==> config.mk <==
export PLATFORM = sky130hd
export DESIGN_NAME = idma_mp_dist_midend
export DESIGN_NICKNAME = d
export VERILOG_FILES = /design/src/rtl/idma_mp_dist_midend.sv
export SDC_FILE = /design/constraint.sdc
export NUM_CORES = 1
export LEC_CHECK = 0
export ABC_AREA = 0
export CORE_AREA = 2 2 156 158
export CTS_BUF_LIST = sky130_fd_sc_hd__clkbuf_16
export CTS_CLUSTER_DIAMETER = 80
export DETAILED_ROUTE_END_ITERATION = 7
export DIE_AREA = 0 0 158 160
export SYNTH_ARGS = -nofsm -noshare
export SYNTH_HDL_FRONTEND = slang
export SYNTH_SLANG_ARGS = --single-unit
==> constraint.sdc <==
create_clock -name clk_i -period 4.2 [get_ports clk_i]
set_input_delay 0.84 -clock clk_i [delete_from_list [all_inputs] [get_ports clk_i]]
set_output_delay 0.84 -clock clk_i [all_outputs]
set_load 0.02 [all_outputs]
==> src/rtl/idma_mp_dist_midend.sv <==
// Steers single-region iDMA requests to one of NumBwPorts backends by region index
// and merges backend responses back into issue order through a FIFO of port indices.
package idma_mp_dist_pkg;
  typedef struct packed {
    logic [31:0] src_addr;
    logic [31:0] dst_addr;
    logic [31:0] length;
  } idma_req_t;

  typedef struct packed {
    logic [31:0] data;
    logic        error;
  } idma_rsp_t;
endpackage

module idma_mp_dist_midend #(
  parameter int unsigned          NumBwPorts     = 2,
  parameter int unsigned          RegionWidth    = 64,
  parameter int unsigned          AddrWidth      = 32,
  parameter logic [AddrWidth-1:0] RegionStart    = 32'h0000_0000,
  parameter logic [AddrWidth-1:0] RegionEnd      = 32'h1000_0000,
  parameter int unsigned          MaxOutstanding = 8,
  parameter type                  idma_req_t     = idma_mp_dist_pkg::idma_req_t,
  parameter type                  idma_rsp_t     = idma_mp_dist_pkg::idma_rsp_t
) (
  input  logic                  clk_i,
  input  logic                  rst_ni,
  input  idma_req_t             idma_req_i,
  input  logic                  idma_req_valid_i,
  output logic                  idma_req_ready_o,
  output idma_rsp_t             idma_rsp_o,
  output logic                  idma_rsp_valid_o,
  input  logic                  idma_rsp_ready_i,
  output idma_req_t             idma_req_o       [NumBwPorts],
  output logic [NumBwPorts-1:0] idma_req_valid_o,
  input  logic [NumBwPorts-1:0] idma_req_ready_i,
  input  idma_rsp_t             idma_rsp_i       [NumBwPorts],
  input  logic [NumBwPorts-1:0] idma_rsp_valid_i,
  output logic [NumBwPorts-1:0] idma_rsp_ready_o,
  output logic                  busy_o
);

  localparam int unsigned RB = $clog2(RegionWidth);
  localparam int unsigned PB = $clog2(NumBwPorts);
  localparam int unsigned CW = $clog2(MaxOutstanding + 1);
  localparam int unsigned PW = (MaxOutstanding > 1) ? $clog2(MaxOutstanding) : 1;

  // Handshake rule on every channel: a transfer happens in the cycle where valid and
  // ready are both high; valid never waits on ready, ready never waits on valid.

  logic [AddrWidth-1:0] src_off;
  logic                 src_in_range;
  logic [RB+PB-1:0]     sel_addr;
  logic [PB-1:0]        sel;
  logic [PB-1:0]        head;
  logic                 full, empty, push, pop;

  logic [PB-1:0] mem_q [MaxOutstanding];
  logic [PW-1:0] wr_ptr_q, rd_ptr_q;
  logic [CW-1:0] count_q, count_d;

  // One unsigned compare covers both bounds of the distributed window.
  assign src_off      = AddrWidth'(idma_req_i.src_addr) - RegionStart;
  assign src_in_range = src_off < (RegionEnd - RegionStart);
  assign sel_addr     = src_in_range ? idma_req_i.src_addr[RB+PB-1:0]
                                     : idma_req_i.dst_addr[RB+PB-1:0];
  assign sel          = sel_addr[RB +: PB];

  assign full  = (count_q == CW'(MaxOutstanding));
  assign empty = (count_q == '0);
  assign head  = mem_q[rd_ptr_q];

  assign idma_req_ready_o = idma_req_ready_i[sel] & ~full;
  assign idma_rsp_o       = idma_rsp_i[head];
  assign idma_rsp_valid_o = ~empty & idma_rsp_valid_i[head];
  assign busy_o           = ~empty;

  assign push = idma_req_valid_i & idma_req_ready_o;
  assign pop  = idma_rsp_valid_o & idma_rsp_ready_i;

  always_comb begin
    for (int unsigned p = 0; p < NumBwPorts; p++) begin
      idma_req_o[p]       = idma_req_i;
      idma_req_valid_o[p] = idma_req_valid_i & ~full & (sel == PB'(p));
      idma_rsp_ready_o[p] = ~empty & idma_rsp_ready_i & (head == PB'(p));
    end
  end

  function automatic logic [PW-1:0] ptr_inc(input logic [PW-1:0] ptr);
    return (ptr == PW'(MaxOutstanding - 1)) ? '0 : ptr + PW'(1);
  endfunction

  always_comb begin
    count_d = count_q;
    case ({push, pop})
      2'b10:   count_d = count_q + CW'(1);
      2'b01:   count_d = count_q - CW'(1);
      default: count_d = count_q;
    endcase
  end

  always_ff @(posedge clk_i or negedge rst_ni) begin
    if (!rst_ni) begin
      wr_ptr_q <= '0;
      rd_ptr_q <= '0;
      count_q  <= '0;
      for (int unsigned i = 0; i < MaxOutstanding; i++) mem_q[i] <= '0;
    end else begin
      count_q <= count_d;
      if (push) begin
        mem_q[wr_ptr_q] <= sel;
        wr_ptr_q        <= ptr_inc(wr_ptr_q);
      end
      if (pop) rd_ptr_q <= ptr_inc(rd_ptr_q);
    end
  end

  logic [AddrWidth-1:0] region_end_off;
  assign region_end_off = AddrWidth'(sel_addr[RB-1:0]) + AddrWidth'(idma_req_i.length);

  a_no_region_cross: assert property (@(posedge clk_i) disable iff (!rst_ni)
    (idma_req_valid_i && idma_req_i.length != '0) |-> region_end_off <= AddrWidth'(RegionWidth));

  a_no_rsp_when_empty: assert property (@(posedge clk_i) disable iff (!rst_ni)
    empty |-> (idma_rsp_valid_i == '0));

endmodule

==> flow_metrics.tcl, run 1 <==
set metrics [dict create \
    syn_to_final_growth_pct 12.7 \
    cts_tree "yes" \
    yosysTopAreaCell "buf_4" \
    path_max_fanout 3 \
    timing.rr.start "rd_ptr_q[0]" \
    final_nets 446 \
    cp.arrival_ns 2.97 \
    cellPowerDensity_nw_per_um2 707 \
    vias_per_cell 2.86 \
    core_area_um2 23800 \
    final_layout_size_suffix_gt1_share_pct 22.2 \
    wl_mm 8.76 \
    slew_viol_final 0 \
    diodes 0 \
    vias 1689 \
    cap_violations 0 \
    reg2reg_to "count_q[3]" \
    routabilityCongestion 0.695 \
    worst_r2r_path_depth 11 \
    die_w_um 158 \
    htree_levels 1 \
    status "finished, final reports clean" \
    hold_slack_ns 0.509 \
    hold_buffers 0 \
    endpoint_kind "output pin" \
    worst-setup-path-type "primary input to output pin" \
    portBuffers 131 \
    synth_edf_count 0 \
    clkSlewWorstSetupHoldPaths_ns 0.05 \
    ant_nets 0 \
    drcViolationCount 0 \
    n_fill_cell 2745 \
    synth_nets 501 \
    setup_tns_ns 0 \
    synth_common_cells "192 x buf_4, 47 x mux2_2, 18 x dfrtp_1, 8 x nor2_1" \
    detail_route.iter0.violations 41 \
    ys_warn_count 0 \
    rrSetupSlack_ns 1.11 \
    die_h_um 160 \
    synth.avg_cell_area_um2 8.98 \
    ir_drop_mv 0.329 \
    cts_root_buffer "clkbuf_16" \
    cts.repair.resized 0 \
    period_share_pct 90.7 \
    hold_depth 1 \
    fin_skew_ns 0.00218 \
    tightest_slew_ns 0.842 \
    place_hpwl_mm 7.44 \
    post-synth-top-area-fraction_pct 49.7 \
    min_path_type "register to register" \
    min_to "mem_q[2]" \
    synthTopCellsByArea "buf_4 50%, mux2_2 18%, dfrtp_1 16%" \
    ios 402 \
    grt_pass1_vias 1782 \
    grt_max_degree 27 \
    first_pass_iters 4 \
    antenna_found_initial 0 \
    hold_viol_final 0 \
    ys_types 28 \
    max_freq_mhz 262 \
    grt_usage_pct 6.39 \
    synth_ff_type "dfrtp_1" \
    critPathLaunchType "primary input" \
    ys_seq_area_share_pct 15.5 \
    synth-async-reset-ratio_pct 100 \
    start_util_pct 12.2 \
    insertion_delay_ns 0.25 \
    syn_area_um2 2900 \
    synth_most_common_cell "buf_4" \
    leakagePower_nw 1.19 \
    avgRoutedWirePerCell_um 14.8 \
    rsz0062_at_grt "no" \
    cts_setup_buffers 0 \
    rows 57 \
    overflow 0 \
    worst_ep_required_time_ns 3.36 \
    cts_buffers 3 \
    yosys_register_bits 18 \
    clock_path_buffers 2 \
    final.min_clock_period_ns 3.81 \
    synthCells 323 \
    setup_violations 0 \
    relSlewSlack_pct 43.7 \
    dieArea_um2 25300 \
    min-delay-start "mem_q[2]" \
    cts.sinks 18 \
    grt_pass1_wl_mm 12.0 \
]
## registers in the layout, indices dropped and copies added, names as in the netlist
register  count
mem_q         8
count_q       4
rd_ptr_q      3
wr_ptr_q      3
## cell families after synthesis
family                   Yosys count  synth area share (%)
XOR/XNOR                           4                  1.21
AND/OR/NAND/NOR                   29                  5.05
flip-flops                        18                  15.5
adder cells (fa/ha/maj)            8                  3.71
AO/OA/AOI/OAI                      8                  1.68
multiplexers                      53                  21.6
buffers and inverters            203                  51.2
## worst max-delay path, cell delays in order
cell	delay [ns]
clkdlybuf4s50_1	0.45
nor4_1	0.32
mux2_2	0.42
mux2i_1	0.17
a21oi_1	0.14
clkdlybuf4s50_1	0.62
## where the power goes
group | total [mW] | leakage [nW] | internal [mW] | switching, mW
logic | 1.77 | 0.936 | 0.949 | 0.825
registers | 0.349 | 0.218 | 0.263 | 0.0862
clock network | 0.190 | 0.0370 | 0.125 | 0.0643
## cells in the final DEF, fill, tap and decap left out, drive strengths merged
| cell | count |
|---|---|
| nand3 | 1 |
| ha | 7 |
| nor2 | 9 |
| mux2 | 47 |
| o21ai | 2 |
| and3 | 1 |
| nand2 | 6 |
| xor2 | 1 |
| o41ai | 1 |
| nor3 | 1 |
| xnor2 | 3 |
| nor4 | 7 |
| clkbuf | 3 |
| inv | 7 |
| mux4 | 2 |
| mux2i | 4 |
| dfrtp | 18 |
| nor4b | 1 |
| nand2b | 2 |
| buf | 5 |
| fa | 1 |
| a21oi | 3 |
| clkdlybuf4s50 | 131 |
| a21o | 1 |
| a21boi | 1 |
| and2 | 1 |
## metal layers
| metal | GRT usage (%) | part of all wire (%) | vias to the layer above |
|---|---|---|---|
| met1 | 6.75 | 33 | 686 |
| met2 | 7.43 | 38 | 155 |
| met4 | 5.94 | 9.3 | 2 |
| met5 | 2.78 | 0.65 | - |
| met3 | 5.16 | 19 | 90 |
| li1 | - | - | 756 |
## metrics by stage
| step | setup slack, ns | instances | power (mW) | util [%] | cell area (um^2) |
|---|---|---|---|---|---|
| after floorplan | 0.842 | 323 | 1.68 | - | 2900 |
| after global placement | 0.335 | 587 | 2.15 | 13.4 | 3200 |
| after detailed placement | 0.365 | 587 | 2.15 | 13.4 | 3200 |
| after CTS | 0.351 | 590 | 2.35 | 13.7 | 3270 |
| after global routing | 0.222 | 590 | 2.47 | 13.7 | 3270 |
| final | 0.390 | 590 | 2.31 | 13.7 | 3270 |
## worst max path at each step
stage               slack, ns               end      startpoint
detailed placement       0.37  idma_req_ready_o  idma_req_i[92]
floorplan                0.84        count_q[3]  idma_req_i[92]
global route             0.22  idma_req_ready_o  idma_req_i[92]
global placement         0.33  idma_req_ready_o  idma_req_i[92]
CTS                      0.35  idma_req_ready_o  idma_req_i[92]
finish                   0.39  idma_req_ready_o  idma_req_i[92]
## area by class of cell
class	count	area, um^2	share of cell area [%]
Multi-Input combinational cell	102	965	29.5
Tap cell	324	405	12.4
Inverter	7	26.3	0.803
Clock buffer	3	75.1	2.30
Timing Repair Buffer	136	1350	41.2
Sequential cell	18	450	13.8
(Power assumes the default switching activity.)
==> run 2, diff against run 1 <==
--- a/config.mk
+++ b/config.mk
@@ -5,12 +5,13 @@
 export SDC_FILE = /design/constraint.sdc
 export NUM_CORES = 1
 export LEC_CHECK = 0
-export ABC_AREA = 0
-export CORE_AREA = 2 2 156 158
+export ABC_AREA = 1
+export CORE_AREA = 2 2 154 156
 export CTS_BUF_LIST = sky130_fd_sc_hd__clkbuf_16
 export CTS_CLUSTER_DIAMETER = 80
+export CTS_CLUSTER_SIZE = 20
 export DETAILED_ROUTE_END_ITERATION = 7
-export DIE_AREA = 0 0 158 160
+export DIE_AREA = 0 0 156 158
 export SYNTH_ARGS = -nofsm -noshare
 export SYNTH_HDL_FRONTEND = slang
 export SYNTH_SLANG_ARGS = --single-unit
==> run 2 against run 1 <==
Synthesized area grew 8.0%. Flip-flop and latch count is the same. Sequential power shrank 2%. Largest cell class unchanged.
==> flow_metrics.tcl, run 2 <==
set metrics [dict create \
    slew_viol_final 0 \
    routabilityCongestion 0.781 \
    cts_root_buffer "clkbuf_16" \
    ys_seq_area_share_pct 14.4 \
    htree_levels 1 \
    synth_common_cells "193 x buf_4, 148 x nand2_1, 23 x inv_1, 21 x nor2_1, 19 x nand3_1" \
    grt_usage_pct 9.01 \
    final_common_cell "nand2_1" \
    synthTopCellsByArea "buf_4 46%, nand2_1 18%, dfrtp_1 14%" \
    core_area_um2 23100 \
    leakagePower_nw 1.54 \
    relSlewSlack_pct 43.4 \
    worst-setup-path-type "primary input to output pin" \
    fin_skew_ns 0.00250 \
    ys_types 27 \
    drcViolationCount 0 \
    period_share_pct 87.9 \
    yosysTopAreaCell "buf_4" \
    clock_path_buffers 2 \
    hold_viol_final 0 \
    cp.arrival_ns 2.85 \
    max_freq_mhz 271 \
    avgRoutedWirePerCell_um 16.9 \
    final_nets 587 \
    yosys_register_bits 18 \
    fin_ws_ns 0.506 \
    largestRegisters "mem_q (8), count_q (4)" \
    cts_buffers 3 \
    detail_route.iter0.violations 92 \
    place_hpwl_mm 9.88 \
    first_pass_iters 4 \
    final_layout_size_suffix_gt1_share_pct 3.68 \
    layout.area.seq_um2 450 \
    worst_ep_required_time_ns 3.36 \
    worst_r2r_path_depth 16 \
    cap_violations 0 \
    synth_ff_type "dfrtp_1" \
    post-synth-top-area-fraction_pct 46.2 \
    final_cell_area_um2 3370 \
    status "finished, final reports clean" \
    ant_nets 0 \
    rsz0062_at_grt "no" \
    insertion_delay_ns 0.25 \
    min_to "mem_q[2]" \
    min_path_type "register to register" \
    internal_power_mw 1.22 \
    setup_violations 0 \
    cellPowerDensity_nw_per_um2 822 \
    netSwitchingPower_mw 1.55 \
    synthCells 472 \
    dieArea_um2 24600 \
    grt_pass1_vias 2400 \
    clkSlewWorstSetupHoldPaths_ns 0.05 \
    pwr-share-comb_pct 80.7 \
    die_w_um 156 \
    syn_area_um2 3130 \
    mostFrequentLayoutCells "148 x nand2_1, 131 x clkdlybuf4s50_1, 23 x inv_1" \
    ys_warn_count 0 \
    start_util_pct 13.6 \
    seq_power_share_pct 12.3 \
    top_register "mem_q" \
    reg2reg_to "count_q[3]" \
    portBuffers 131 \
    placed_area_um2 3290 \
    clockPowerShare_pct 7.0 \
    timing.rr.start "rd_ptr_q[0]" \
    multi_input_area_um2 1040 \
    critPathLaunchType "primary input" \
    synth.avg_cell_area_um2 6.64 \
    synth_most_common_cell "buf_4" \
    grt_pass1_wl_mm 15.9 \
    rrSetupSlack_ns 1.14 \
    cts_setup_buffers 0 \
    ios 402 \
    synth-async-reset-ratio_pct 100 \
    endpoint_kind "output pin" \
    wl_mm 11.8 \
    cts_tree "yes" \
    path_max_fanout 5 \
    n_fill_cell 2647 \
    rows 56 \
    vias 2362 \
    swShare_pct 55.8 \
    largest_reg_flops 8 \
    dp_slack_ns 0.496 \
    antenna_found_initial 0 \
    vias_per_cell 3.38 \
    synth_edf_count 0 \
    min-delay-start "mem_q[2]" \
    cts.sinks 18 \
    cts.repair.resized 0 \
    tightest_slew_ns 0.847 \
    synth_nets 650 \
    grt_max_degree 35 \
    ir_drop_mv 0.510 \
    hold_buffers 0 \
    setup_tns_ns 0 \
    hold_depth 2 \
    diodes 0 \
    overflow 0 \
    final.min_clock_period_ns 3.69 \
    syn_to_final_growth_pct 7.62 \
    die_h_um 158 \
]
## run 2: worst max path at each step
stage	from	end	slack (ns)	depth (start not counted)
after detailed placement	idma_req_i[94]	idma_req_ready_o	0.50	7
final	idma_req_i[94]	idma_req_ready_o	0.51	7
after CTS	idma_req_i[94]	idma_req_ready_o	0.47	7
after global routing	idma_req_i[94]	idma_req_ready_o	0.32	7
after global placement	idma_req_i[94]	idma_req_ready_o	0.54	7
after floorplan	idma_req_i[92]	count_q[3]	1.39	14
## run 2: power groups by stage
stage | sequential [mW] | combinational, mW | clock [mW]
after floorplan | 0.319 | 1.54 | 0
after global placement | 0.344 | 2.30 | 0
after detailed placement | 0.344 | 2.31 | 0
after CTS | 0.342 | 2.33 | 0.199
after global routing | 0.354 | 2.50 | 0.205
final | 0.342 | 2.24 | 0.194
## run 2: final cells by class
class,count,area share [%]
tap,290,10.8
timing repair buffer,134,39.5
multi-input combinational,226,31.0
clock buffer,3,2.23
clock inverter,1,0.111
sequential,18,13.4
inverter,26,3.04
## run 2: worst max-delay path, cell delays in order
cell and delay [ns]:
clkdlybuf4s50_1 0.44, nor2_1 0.20, nand3b_1 0.10, nand2_1 0.15
nor2_1 0.06, nor2_1 0.36, clkdlybuf4s50_1 0.69
## run 2: logic make-up after synthesis
group / Yosys count / synth area share, %
buf+inv: 228 / 52.3
simple gates: 209 / 28.1
flops: 18 / 14.4
fa+ha+maj: 8 / 3.43
compound gates: 6 / 0.958
xor+xnor: 3 / 0.838
## run 2: through the flow
stage               power [mW]  hold WS, ns  util, %  instances
floorplan                 1.86        0.435        -        472
global placement          2.65        0.456     14.3        694
detailed placement        2.65        0.462     14.3        694
CTS                       2.87        0.475     14.6        698
global route              3.06        0.495     14.6        698
finish                    2.77        0.472     14.6        698
## run 2: metal layers
metal	share of wire, %	track usage, %	wire (um)	up-vias
met5	0	0	0	-
met4	5.0	4.81	591	0
met3	20	8.38	2400	66
met2	38	11.9	4550	199
met1	36	9.41	4290	969
li1	-	-	-	1128
